--- src/rtl/mem_load_ctrl.sv ---
// External memory host: streams words into IRAM then DRAM, runs the processor
// until proc_done or a cycle limit, then streams a DRAM result window back out.
module mem_load_ctrl #(
  parameter int SETUP_CYC = 2,
  parameter int WR_CYC    = 4,
  parameter int GAP_CYC   = 4,
  parameter int RD_CYC    = 5
) (
  input  logic        clock,
  input  logic        reset_n,
  input  logic        go,
  input  logic [8:0]  iram_count,
  input  logic [8:0]  dram_count,
  input  logic [8:0]  final_start,
  input  logic [8:0]  final_end,
  input  logic [23:0] run_cycles,
  input  logic        in_valid,
  input  logic [15:0] in_data,
  output logic        in_ready,
  output logic        out_valid,
  output logic [15:0] out_data,
  input  logic        out_ready,
  input  logic        proc_done,
  input  logic [15:0] dram_rd_data,
  output logic [8:0]  addr_ext,
  output logic [15:0] Data_in_ins,
  output logic [15:0] Data_in_dram,
  output logic        iram_write_ext,
  output logic        dram_write_ext,
  output logic        read_en_ext,
  output logic        start,
  output logic        start_2,
  output logic        start_3,
  output logic        start_4,
  output logic        busy,
  output logic        done,
  output logic        timeout
);

  localparam logic [3:0] S_IDLE    = 4'd0;
  localparam logic [3:0] S_I_FETCH = 4'd1;
  localparam logic [3:0] S_I_SETUP = 4'd2;
  localparam logic [3:0] S_I_WRITE = 4'd3;
  localparam logic [3:0] S_I_GAP   = 4'd4;
  localparam logic [3:0] S_SW1     = 4'd5;
  localparam logic [3:0] S_D_FETCH = 4'd6;
  localparam logic [3:0] S_D_SETUP = 4'd7;
  localparam logic [3:0] S_D_WRITE = 4'd8;
  localparam logic [3:0] S_D_GAP   = 4'd9;
  localparam logic [3:0] S_SW2     = 4'd10;
  localparam logic [3:0] S_RUN     = 4'd11;
  localparam logic [3:0] S_SW3     = 4'd12;
  localparam logic [3:0] S_RB_READ = 4'd13;
  localparam logic [3:0] S_RB_SEND = 4'd14;
  localparam logic [3:0] S_FINISH  = 4'd15;

  localparam logic [7:0] SETUP_LAST = 8'(SETUP_CYC - 1);
  localparam logic [7:0] WR_LAST    = 8'(WR_CYC - 1);
  localparam logic [7:0] GAP_LAST   = 8'(GAP_CYC - 1);
  localparam logic [7:0] RD_LAST    = 8'(RD_CYC - 1);

  logic [3:0]  state_q, state_d;
  logic [7:0]  phase_q, phase_d;
  logic [8:0]  addr_q, addr_d;
  logic [8:0]  words_q, words_d;
  logic [8:0]  icnt_q, icnt_d;
  logic [8:0]  dcnt_q, dcnt_d;
  logic [8:0]  fstart_q, fstart_d;
  logic [8:0]  fend_q, fend_d;
  logic [23:0] run_cfg_q, run_cfg_d;
  logic [23:0] run_cnt_q, run_cnt_d;
  logic [15:0] din_ins_q, din_ins_d;
  logic [15:0] din_dram_q, din_dram_d;
  logic [15:0] out_data_q, out_data_d;
  logic        timeout_q, timeout_d;

  logic        load_iram;
  logic [8:0]  load_count;
  logic [8:0]  addr_inc;
  logic [8:0]  words_inc;
  logic        run_limit;

  always_comb begin
    state_d    = state_q;
    phase_d    = phase_q;
    addr_d     = addr_q;
    words_d    = words_q;
    icnt_d     = icnt_q;
    dcnt_d     = dcnt_q;
    fstart_d   = fstart_q;
    fend_d     = fend_q;
    run_cfg_d  = run_cfg_q;
    run_cnt_d  = run_cnt_q;
    din_ins_d  = din_ins_q;
    din_dram_d = din_dram_q;
    out_data_d = out_data_q;
    timeout_d  = timeout_q;

    // Address saturates at the top of the 9-bit space instead of wrapping.
    addr_inc   = (addr_q == 9'h1FF) ? addr_q : addr_q + 9'd1;
    words_inc  = words_q + 9'd1;
    load_iram  = (state_q == S_I_FETCH) || (state_q == S_I_SETUP) ||
                 (state_q == S_I_WRITE) || (state_q == S_I_GAP);
    load_count = load_iram ? icnt_q : dcnt_q;
    run_limit  = ({1'b0, run_cnt_q} + 25'd1) >= {1'b0, run_cfg_q};

    case (state_q)
      S_IDLE: begin
        if (go) begin
          icnt_d    = iram_count;
          dcnt_d    = dram_count;
          fstart_d  = final_start;
          fend_d    = final_end;
          run_cfg_d = run_cycles;
          timeout_d = 1'b0;
          addr_d    = 9'd1;
          words_d   = '0;
          state_d   = (iram_count == 9'd0) ? S_SW1 : S_I_FETCH;
        end
      end
      S_I_FETCH, S_D_FETCH: begin
        if (in_valid) begin
          if (load_iram) din_ins_d = in_data;
          else           din_dram_d = in_data;
          phase_d = '0;
          state_d = load_iram ? S_I_SETUP : S_D_SETUP;
        end
      end
      S_I_SETUP, S_D_SETUP: begin
        if (phase_q == SETUP_LAST) begin
          phase_d = '0;
          state_d = load_iram ? S_I_WRITE : S_D_WRITE;
        end else begin
          phase_d = phase_q + 8'd1;
        end
      end
      S_I_WRITE, S_D_WRITE: begin
        if (phase_q == WR_LAST) begin
          phase_d = '0;
          state_d = load_iram ? S_I_GAP : S_D_GAP;
        end else begin
          phase_d = phase_q + 8'd1;
        end
      end
      S_I_GAP, S_D_GAP: begin
        if (phase_q == GAP_LAST) begin
          phase_d = '0;
          addr_d  = addr_inc;
          words_d = words_inc;
          if (words_inc == load_count) state_d = load_iram ? S_SW1 : S_SW2;
          else                         state_d = load_iram ? S_I_FETCH : S_D_FETCH;
        end else begin
          phase_d = phase_q + 8'd1;
        end
      end
      S_SW1: begin
        addr_d  = 9'd1;
        words_d = '0;
        state_d = (dcnt_q == 9'd0) ? S_SW2 : S_D_FETCH;
      end
      S_SW2: begin
        run_cnt_d = '0;
        state_d   = S_RUN;
      end
      S_RUN: begin
        run_cnt_d = run_cnt_q + 24'd1;
        // A proc_done arriving on the limit cycle still counts as a clean finish.
        if (proc_done) begin
          timeout_d = 1'b0;
          state_d   = S_SW3;
        end else if (run_limit) begin
          timeout_d = 1'b1;
          state_d   = S_SW3;
        end
      end
      S_SW3: begin
        addr_d  = fstart_q;
        phase_d = '0;
        state_d = (fstart_q < fend_q) ? S_RB_READ : S_FINISH;
      end
      S_RB_READ: begin
        if (phase_q == RD_LAST) begin
          out_data_d = dram_rd_data;
          phase_d    = '0;
          state_d    = S_RB_SEND;
        end else begin
          phase_d = phase_q + 8'd1;
        end
      end
      S_RB_SEND: begin
        if (out_ready) begin
          addr_d  = addr_inc;
          state_d = (addr_q != 9'h1FF && addr_inc < fend_q) ? S_RB_READ : S_FINISH;
        end
      end
      S_FINISH: state_d = S_IDLE;
      default:  state_d = S_IDLE;
    endcase
  end

  always_ff @(posedge clock or negedge reset_n) begin
    if (!reset_n) begin
      state_q    <= S_IDLE;
      phase_q    <= '0;
      addr_q     <= '0;
      words_q    <= '0;
      icnt_q     <= '0;
      dcnt_q     <= '0;
      fstart_q   <= '0;
      fend_q     <= '0;
      run_cfg_q  <= '0;
      run_cnt_q  <= '0;
      din_ins_q  <= '0;
      din_dram_q <= '0;
      out_data_q <= '0;
      timeout_q  <= 1'b0;
    end else begin
      state_q    <= state_d;
      phase_q    <= phase_d;
      addr_q     <= addr_d;
      words_q    <= words_d;
      icnt_q     <= icnt_d;
      dcnt_q     <= dcnt_d;
      fstart_q   <= fstart_d;
      fend_q     <= fend_d;
      run_cfg_q  <= run_cfg_d;
      run_cnt_q  <= run_cnt_d;
      din_ins_q  <= din_ins_d;
      din_dram_q <= din_dram_d;
      out_data_q <= out_data_d;
      timeout_q  <= timeout_d;
    end
  end

  // Handshakes, enables and mode selects decode straight from the state so
  // the SWn cycles naturally drop every select.
  assign in_ready       = (state_q == S_I_FETCH) || (state_q == S_D_FETCH);
  assign out_valid      = (state_q == S_RB_SEND);
  assign out_data       = out_data_q;
  assign addr_ext       = addr_q;
  assign Data_in_ins    = din_ins_q;
  assign Data_in_dram   = din_dram_q;
  assign iram_write_ext = (state_q == S_I_WRITE);
  assign dram_write_ext = (state_q == S_D_WRITE);
  assign read_en_ext    = (state_q == S_RB_READ);
  assign start          = (state_q == S_RUN);
  assign start_2        = load_iram;
  assign start_3        = (state_q == S_D_FETCH) || (state_q == S_D_SETUP) ||
                          (state_q == S_D_WRITE) || (state_q == S_D_GAP);
  assign start_4        = (state_q == S_RB_READ) || (state_q == S_RB_SEND);
  assign busy           = (state_q != S_IDLE) && (state_q != S_FINISH);
  assign done           = (state_q == S_FINISH);
  assign timeout        = timeout_q;

endmodule

--- config.mk ---
export PLATFORM = sky130hd
export DESIGN_NAME = mem_load_ctrl
export DESIGN_NICKNAME = d
export VERILOG_FILES = /design/src/rtl/mem_load_ctrl.sv
export SDC_FILE = /design/constraint.sdc
export NUM_CORES = 1
export LEC_CHECK = 0
export CORE_MARGIN = 2
export CORE_UTILIZATION = 40
export DETAILED_ROUTE_END_ITERATION = 7
export HOLD_SLACK_MARGIN = 0.15
export SLEW_MARGIN = 20
export SYNTH_ARGS = -nofsm -noshare
export SYNTH_HDL_FRONTEND = slang
export SYNTH_SLANG_ARGS = --single-unit
--- constraint.sdc ---
create_clock -name clock -period 5.6 [get_ports clock]
set_input_delay 0.84 -clock clock [delete_from_list [all_inputs] [get_ports clock]]
set_output_delay 0.84 -clock clock [all_outputs]
set_load 0.02 [all_outputs]
==> Word-level counts from Yosys, hierarchy flattened <==
Index checks and enable logic that the tools add are counted.
{ "totals": {"word_cells": 125, "in_bits": 98, "register_bits": 163, "output_inout_bits": 69} }
{ "classes": {"n_mux": 39, "eq_ne": 30, "magnitude_cmp": 3, "bitwise": 1, "reduce_logical": 33, "add_sub_neg": 5} }
{ "op_table": {"columns": ["op", "n"], "rows": [
  ["9-bit 2-to-1 mux", 7],
  ["4-bit 2-to-1 mux", 14],
  ["24-bit case mux with 2 select lines", 1],
  ["4-bit case mux with 12 select lines", 1],
  ["9-bit case mux with 5 select lines", 1],
  ["8-bit case mux with 5 select lines", 1],
  ["4-bit == test, second input constant", 8],
  ["8-bit 2-to-1 mux", 4],
  ["9-bit case mux with 3 select lines", 1],
  ["24-bit by 1-bit adder with 25-bit output, second input constant", 1],
  ["25-bit by 24-bit >= comparator with 1-bit output", 1],
  ["24-bit by 1-bit adder with 24-bit output, second input constant", 1],
  ["9-bit by 1-bit adder with 9-bit output, second input constant", 2],
  ["9-bit logical NOT", 2],
  ["9-bit < comparator", 2],
  ["4-bit by 3-bit == test with 1-bit output, second input constant", 4],
  ["3-bit AND reduction", 4],
  ["2-bit != test, second input constant", 5],
  ["5-bit nonzero test", 2],
  ["9-bit == test", 1],
  ["9-bit == test, second input constant", 1],
  ["3-bit 2-to-1 mux", 3],
  ["9-bit != test, second input constant", 1],
  ["8-bit by 1-bit adder with 8-bit output, second input constant", 1],
  ["other kinds (23)", 42]
]} }

==> Longest topological paths before layout <==
Gate-level depths: netlist of run 1.
{ "logic_depth": {"ltp_word": 9, "depth_mapped": 13, "depth_no_buf": 13} }

==> Least setup slack after synthesis of run 1 <==
OpenSTA, ideal clock, no wires.
{ "synth_timing": {"path_kind": "register -> register", "startpoint": "reg run_cnt_q[0]", "endpoint": "reg state_q[1]", "n_path_buf": 0, "stages_incl_launch_ff": 14, "arrival_ps": 3391, "slack_ps": 2084, "period_less_slack_ps": 3516, "setup_ps": 125, "path_cell_list": "dfrtp_1 ha_1 nand4_1 or4_4 nor2_1 and4_1 xor2_1 ha_1 nand4_1 nor3_1 a2111oi_2 o211ai_2 o31ai_4 mux2_4"} }
{ "synth_via": {"elab_chain_len": 4} }
{ "synth_rtl": {"columns": ["item", "line_no", "source"], "rows": [
  ["from (decl)", "71", "logic [23:0] run_cnt_q, run_cnt_d;"],
  ["from (signal assigned)", "227", "run_cnt_q <= run_cnt_d;"],
  ["24-bit by 1-bit adder with 25-bit output", "105", "run_limit = ({1'b0, run_cnt_q} + 25'd1) >= {1'b0, run_cfg_q};"],
  ["25-bit by 24-bit >= comparator with 1-bit output", "105", null],
  ["3-bit by 2-bit != test with 1-bit output (no source line)", null, null],
  ["8-bit AND reduction (no source line)", null, null],
  ["to (signal assigned)", "218", "state_q <= state_d;"],
  ["to (decl)", "62", "logic [3:0] state_q, state_d;"]
]} }
Every way passes these cells.
A chain may end at the register's enable or synchronous reset.

==> Final worst setup path of run 1 <==
{ "layout_timing": {"startpoint": "reg state_q[3]", "endpoint": "out start"} }
{ "layout_via": {"elab_chain_len": 1} }
{ "layout_rtl": {"columns": ["item", "line_no", "source"], "rows": [
  ["4-bit == test", "246", "assign start = (state_q == S_RUN);"],
  ["to (decl)", "31", "output logic start,"]
]} }
Every way passes these cells.

==> results of run 1 <==
-- per-stage QoR --
stage	cell area [um^2]	util, %	worst slack [ns]
after detailed placement	11000	48.8	1.67
after floorplan	9130	-	2.08
final	11600	51.5	1.57
after global placement	11000	48.8	1.72
after CTS	11600	51.5	1.56
after global routing	11600	51.5	1.38
-- path summary, 6_finish.rpt --
kind,to
max,start
min,out_data[7]$_DFFE_PN0P_
max reg2reg,state_q[2]$_DFFE_PN0P_
min reg2reg,words_q[8]$_DFFE_PN0P_
max in group asynchronous,run_cnt_q[16]$_DFFE_PN0P_
min in group clock,words_q[8]$_DFFE_PN0P_
-- cells by family after synthesis --
kind of cell | after synthesis
AND/OR/NAND/NOR | 213
flip-flops | 163
multiplexers | 126
buffers and inverters | 85
XOR/XNOR | 39
adder cells (fa/ha/maj) | 47
AO/OA/AOI/OAI | 165
-- registers in the layout, summed over array words and instances (netlist names) --
name and count:
run_cfg_q 24, fstart_q 9, Data_in_ins 16, out_data 16, icnt_q 9, timeout 1, run_cnt_q 24, state_q 4
words_q 9, Data_in_dram 16, addr_ext 9, phase_q 8, dcnt_q 9, fend_q 9
-- cells in the mapped netlist, drive strengths merged, types with 4 or more instances --
master / n / area [um^2]
nor2: 43 / 161
dfrtp: 163 / 4080
a21o: 13 / 98.9
clkbuf: 18 / 68.8
buf: 19 / 133
nand2b: 6 / 37.5
a22o: 10 / 87.6
xor2: 10 / 87.6
a211oi: 6 / 45.0
ha: 47 / 588
mux2: 116 / 1310
o22ai: 4 / 25.0
o41ai: 6 / 52.6
and3: 13 / 83.8
inv: 48 / 180
o31ai: 14 / 119
xnor2: 28 / 245
nor3: 15 / 75.1
mux2i: 10 / 100
o211ai: 5 / 42.5
o21a: 6 / 45.0
a21oi: 27 / 139
a22oi: 4 / 30.0
nand3: 25 / 143
o21ai: 42 / 210
nor4: 6 / 37.5
nand2: 43 / 161
or3: 9 / 56.3
nand4: 15 / 93.8
nor3b: 8 / 60.1
a31oi: 8 / 50.1
-- power by group --
part,internal (mW),switching (mW)
logic,0.0756,0.0489
registers,1.18,0.00292
clock network,0.608,0.584
-- per-layer routing --
| layer | up-vias | part of all wire [%] | track usage [%] |
|---|---|---|---|
| met2 | 163 | 46 | 29.8 |
| met1 | 3360 | 47 | 24.9 |
| met4 | 0 | 1.1 | 5.16 |
| met3 | 16 | 5.3 | 4.12 |
| li1 | 3363 | - | - |
| met5 | - | 0 | 0 |
-- cell type report --
cell class                      count  area [um^2]
Clock buffer                       17          425
Clock inverter                     15          183
Fill cell                        2013        10900
Inverter                           48          180
Multi-Input combinational cell    590         4680
Sequential cell                   163         4080
Tap cell                          285          357
Timing Repair Buffer              169         1690
==> results.txt, run 1 <==
----------------------------------------------------
[Status]
  Result of the run ... complete, no violations

[Critical path]
  Slack of the worst reg-to-reg path ... 1.68 ns
  Worst setup SP type ... flop
  Largest stage delay on the critical path ... 0.74 ns
  Endpoint required time on the critical path ... 4.76 ns
  Startpoint of the worst setup timing path ... state_q[3]$_DFFE_PN0P_
  Instance count on the critical path ... 4
  CP max FO ... 28
  Top cell family by delay on the critical path ... buffers and inverters
  Kind of critical path ... flop to output port
  WP data arrival ... 3.19 ns
  Slowest cell on the critical path ... dfrtp_1
  Type of destination of the critical path ... output port
  FF-to-FF path depth ... 11
  Bufs and invs on worst path ... 2
  Startpoint of the worst-slack reg-to-reg timing path ... state_q[1]$_DFFE_PN0P_
  Crit-path cells ... and2b_1 > nand3_4 > inv_1 > clkdlybuf4s50_1

[Clocking]
  Clock buffers created by TritonCTS ... 17
  Number of resized instances in the post-cts repair step ... 0
  Post-CTS Hold Fix Bufs ... 0
  Clock latency on the worst-skew pair ... 0.44 ns
  Clock input transition at the sequential cells of the worst setup and hold paths ... 0.07 ns
  Setup Buffers After CTS ... 0
  Maximum level of the CTS H-tree ... 4
  Clk root buf ... clkbuf_16
  Clock Sinks ... 163
  Maximum clock path buffer count ... 2
  TritonCTS clock tree ... built

[Run]
  Maximum capacitance violations ... 0

[Logic synthesis]
  Number of synthesized register bits ... 163
  Largest family of logic cells by synthesized area ... multiplexers
  Share of cell area taken by muxes after synthesis ... 15.5%
  Sequential fraction of the synthesis area ... 44.7%
  Number of flops mapped to enable cells by yosys ... 0
  Post-Syn Area ... 9130 um^2
  Post-synthesis compound-gate area fraction ... 12.5%
  Commonest register cell after synthesis ... dfrtp_1
  Number of distinct library cells after synthesis ... 77
  Proportion of register bits with asynchronous set or reset after synthesis ... 100%
  Basic-gate share of the synthesized area counting and, or, nand and nor cells ... 12.8%
  Number of nets produced by synthesis ... 983
  Total of warnings raised by yosys ... 0
  Post-synthesis instance total ... 838
  Per-instance average area after synthesis ... 10.9 um^2
  Arithmetic-cell share of the synthesized area counting full adders, half adders and majority gates ... 6.44%
  XOR/XNOR Fraction of Synth Area ... 3.89%

[Global route]
  Wire length of the first global-routing pass ... 35200 um
  Overflow after GRT ... 0
  Antenna violations before repair ... 0
  Largest net degree at the start of global routing ... 84
  Vias in the first global route ... 6787
  All-Layer GR Usage ... 18.4%

[Finish]
  Antenna fix cells ... 0
  Most used cells in the layout excluding fill and tap cells ... clkdlybuf4s50_1, dfrtp_1, mux2_2
  Post-layout net count ... 1134
  Post-route insts no fill ... 1287
  Fraction of layout cells with a size suffix above 1 ... 17.2%
  Post-synthesis to final-layout area growth ... 27.0%
  Most common cell after layout, fill and taps aside ... clkdlybuf4s50_1

[STA]
  Worst hold slack after final layout ... 0.424 ns
  Portion of the clock cycle consumed by the worst path in the final layout ... 72.0%
  Worst-margin pin slew ... 0.927 ns
  Setup repair after global routing missed its margin ... false
  Maximum clock rate ... 0.248 GHz
  Headroom to the max-slew limit ... 38.2%
  Setup violators final ... 0
  Number of endpoints with negative hold slack in the final report ... 0
  Pins over their slew limit ... 0
  Sum of negative setup slack ... 0 ns
  Largest clock skew in the final design ... 0.0134 ns
  Min Tclk post-route ... 4.03 ns

[Placement]
  Gp weighted congestion ... 0.813
  Number of placed instances with taps included ... 1254
  Half-perimeter wire length after placement ... 15200 um
  PortBufs ... 166

[Power]
  Power density over cell area ... 216 nW/um^2
  Maximum VDD drop ... 179 uV
  Total chip power ... 2.50 mW
  LEAKAGE ... 5.27 nW

[Route]
  DRC violation count after routing ... 0
  Via/cell ratio ... 5.36
  Number of routed nets with antenna violations ... 0
  Total number of vias ... 6902
  Post-detailed-route wirelength per cell ... 16.5 um
  Total wire length after detailed routing ... 21300 um
  Number of search-and-repair iterations in the first detailed-routing pass ... 5
  1st-iter DRT viols ... 344

[Die]
  I/O pin cnt ... 167
  Horiz. Die Dim ... 155 um
  Die Ht ... 155 um
  Floorplan row count ... 55
  Area of the core ... 22500 um^2
  Effective utilization at floorplan ... 40.6%
  Area of the die ... 24000 um^2

[Worst hold path]
  Type of the most critical hold path ... input pin to async pin

----------------------------------------------------
Power figures use the tool's default switching activity.
==> inputs of run 2 (changes only) <==
==> constraint.sdc (replaced) <==
create_clock -name clock -period 4 [get_ports clock]
set_input_delay 0.6 -clock clock [delete_from_list [all_inputs] [get_ports clock]]
set_output_delay 0.6 -clock clock [all_outputs]
set_load 0.02 [all_outputs]
==> run 2 against run 1 <==
  * Flip-flop and latch count stayed put
  * Total power rose by 39%
  * Critical path depth increased by 8
  * Clock skew is 0.0013 ns lower
  * Sequential share of layout area fell by 0.20 points
  * Worst setup slack lost 1.3 ns
  * Cell count up 0.93%
  * Critical endpoint is now state_q[1]$_DFFE_PN0P_
==> results.txt, run 2 (same netlist as run 1, synthesis figures left out) <==
----------------------------------------------------
[Status]
  Result of the run ... complete, no violations

[Clocking]
  Clock input transition at the sequential cells of the worst setup and hold paths ... 0.07 ns (about the same)
  Maximum level of the CTS H-tree ... 4 (unchanged)
  TritonCTS clock tree ... built
  Clock latency on the worst-skew pair ... 0.44 ns (about the same)
  Clock Sinks ... 163 (unchanged)
  Clock buffers created by TritonCTS ... 17 (unchanged)
  Maximum clock path buffer count ... 2 (unchanged)
  Clk root buf ... clkbuf_16

[STA]
  Min Tclk post-route ... 3.71 ns
  Pins over their slew limit ... 0 (unchanged)
  Setup violators final ... 0 (unchanged)
  Worst-margin pin slew ... 0.938 ns (+0.0111 ns)
  Setup repair after global routing missed its margin ... false
  Number of endpoints with negative hold slack in the final report ... 0 (unchanged)
  Largest clock skew in the final design ... 0.0121 ns (-0.00132 ns)
  Headroom to the max-slew limit ... 36.9% (-1.3 points)
  Sum of negative setup slack ... 0 ns (unchanged)
  Portion of the clock cycle consumed by the worst path in the final layout ... 92.6%
  Worst hold slack after final layout ... 0.505 ns (+0.0811 ns)
  Maximum clock rate ... 0.270 GHz

[Global route]
  Largest net degree at the start of global routing ... 103 (+23%)
  All-Layer GR Usage ... 18.3% (-0.070 points)
  Wire length of the first global-routing pass ... 35400 um (+0.61%)
  Overflow after GRT ... 0 (unchanged)
  Vias in the first global route ... 6829 (+0.62%)
  Antenna violations before repair ... 0 (unchanged)

[Power]
  Clock network fraction of design power ... 47.1% (-0.5 points)
  Maximum VDD drop ... 263 uV (+47%)
  Cell internal power dissipation ... 2.60 mW (+39%)
  Flop pwr share ... 47.9% (+0.5 points)
  Fraction of power consumed by combinational cells ... 5.1% (about the same)
  LEAKAGE ... 5.31 nW (+0.85%)
  Power density over cell area ... 297 nW/um^2 (+38%)
  Net Switching ... 863 uW (+36%)
  Switching part of the total power ... 24.9% (-0.51 points)

[Route]
  Total number of vias ... 6906 (+0.058%)
  Post-detailed-route wirelength per cell ... 16.3 um (-1.6%)
  Number of routed nets with antenna violations ... 0 (unchanged)
  Total wire length after detailed routing ... 21100 um (-0.72%)
  Via/cell ratio ... 5.32 (-0.87%)
  DRC violation count after routing ... 0 (unchanged)
  1st-iter DRT viols ... 382 (+11%)
  Number of search-and-repair iterations in the first detailed-routing pass ... 5 (unchanged)

[Critical path]
  Slack of the worst reg-to-reg path ... 0.29 ns (-1.39 ns)
  FF-to-FF path depth ... 12 (+1)
  Endpoint required time on the critical path ... 4.32 ns (-0.44 ns)
  CP max FO ... 8 (-71%)
  Kind of critical path ... flop to flop
  WP data arrival ... 4.02 ns (+0.83 ns)
  Type of destination of the critical path ... flop
  Worst setup SP type ... flop

[Worst hold path]
  Hold-critical path depth ... 1
  Type of the most critical hold path ... flop to flop

[Die]
  Area of the core ... 22500 um^2 (unchanged)
  Die Ht ... 155 um (unchanged)
  Area of the die ... 24000 um^2 (unchanged)
  Horiz. Die Dim ... 155 um (unchanged)
  I/O pin cnt ... 167 (unchanged)
  Effective utilization at floorplan ... 40.6% (unchanged)
  Floorplan row count ... 55 (unchanged)

[Placement]
  Gp weighted congestion ... 0.836 (+2.9%)
  Half-perimeter wire length after placement ... 15300 um (+0.39%)
  PortBufs ... 166 (unchanged)

[Finish]
  Fraction of layout cells with a size suffix above 1 ... 18.5% (+1.4 points)
  Antenna fix cells ... 0 (unchanged)
  Most common cell after layout, fill and taps aside ... clkdlybuf4s50_1
  Core utilization of the finished layout ... 51.9% (+0.38 points)
  Most used cells in the layout excluding fill and tap cells ... clkdlybuf4s50_1, dfrtp_1, mux2_2
  Registers with the highest flip-flop counts ... run_cfg_q x24, run_cnt_q x24
  Post-synthesis to final-layout area growth ... 27.9%
  Post-layout net count ... 1146 (+1.1%)

[Run]
  Maximum capacitance violations ... 0 (unchanged)

----------------------------------------------------
run 2: routing by layer:
metal  GRT usage [%]  part of all wire, %  vias up
li1                -                    -     3385
met1            25.5                   47     3363
met2            29.1                   47      146
met3            4.32                  4.7       12
met4            4.37                 0.87        0
met5               0                    0        -
run 2: power groups by stage:
stage	logic (mW)	clock network (mW)	registers, mW
after global placement	0.180	0	1.69
after floorplan	0.00981	0	1.70
after CTS	0.181	1.68	1.66
final	0.175	1.63	1.66
after global routing	0.192	1.75	1.66
after detailed placement	0.180	0	1.69
run 2: layout make-up:
class | instances | area [um^2]
fillers | 2054 | 10800
repair buffers | 181 | 1790
flip-flops and latches | 163 | 4090
clock buffers | 17 | 425
multi-input cells | 590 | 4680
inverters | 48 | 180
well taps | 285 | 357
clock inverters | 15 | 160
run 2: worst paths after layout:
path	start	end
min in group asynchronous	reset_n	out_data[13]$_DFFE_PN0P_
max	run_cnt_q[11]$_DFFE_PN0P_	state_q[1]$_DFFE_PN0P_
min	words_q[8]$_DFFE_PN0P_	words_q[8]$_DFFE_PN0P_
max reg2reg	run_cnt_q[11]$_DFFE_PN0P_	state_q[1]$_DFFE_PN0P_
max in group asynchronous	reset_n	run_cnt_q[11]$_DFFE_PN0P_
min reg2reg	words_q[8]$_DFFE_PN0P_	words_q[8]$_DFFE_PN0P_
run 2: repair_timing:
item / CTS / global route
hold endpoints to repair: 3 / 0
buffers inserted: 0 / 2
hold buffers: 1 / 0
endpoints found under the setup margin: 0 / 4
resized for setup: 0 / 5
run 2: through the flow:
step / cells / instance area [um^2] / power [mW] / setup slack [ns]
5_1_grt: 1299 / 11700 / 3.60 / 0.0214
2_1_floorplan: 838 / 9130 / 1.71 / 0.484
3_3_place_gp: 1264 / 11100 / 1.87 / 0.241
4_1_cts: 1297 / 11700 / 3.52 / 0.186
6_report: 1299 / 11700 / 3.47 / 0.294
3_5_place_dp: 1264 / 11100 / 1.87 / 0.199
run 2: critical path: stages, from the launching register on:
cell and delay (ns):
dfrtp_2 0.42, nand4_1 0.17, or4_4 0.58, nor2_1 0.15, and4_1 0.22, xor2_1 0.20, ha_1 0.27, nand4_1 0.15
nor3_1 0.09, a2111oi_2 0.40, o211ai_2 0.20, o31ai_4 0.40, mux2_4 0.33
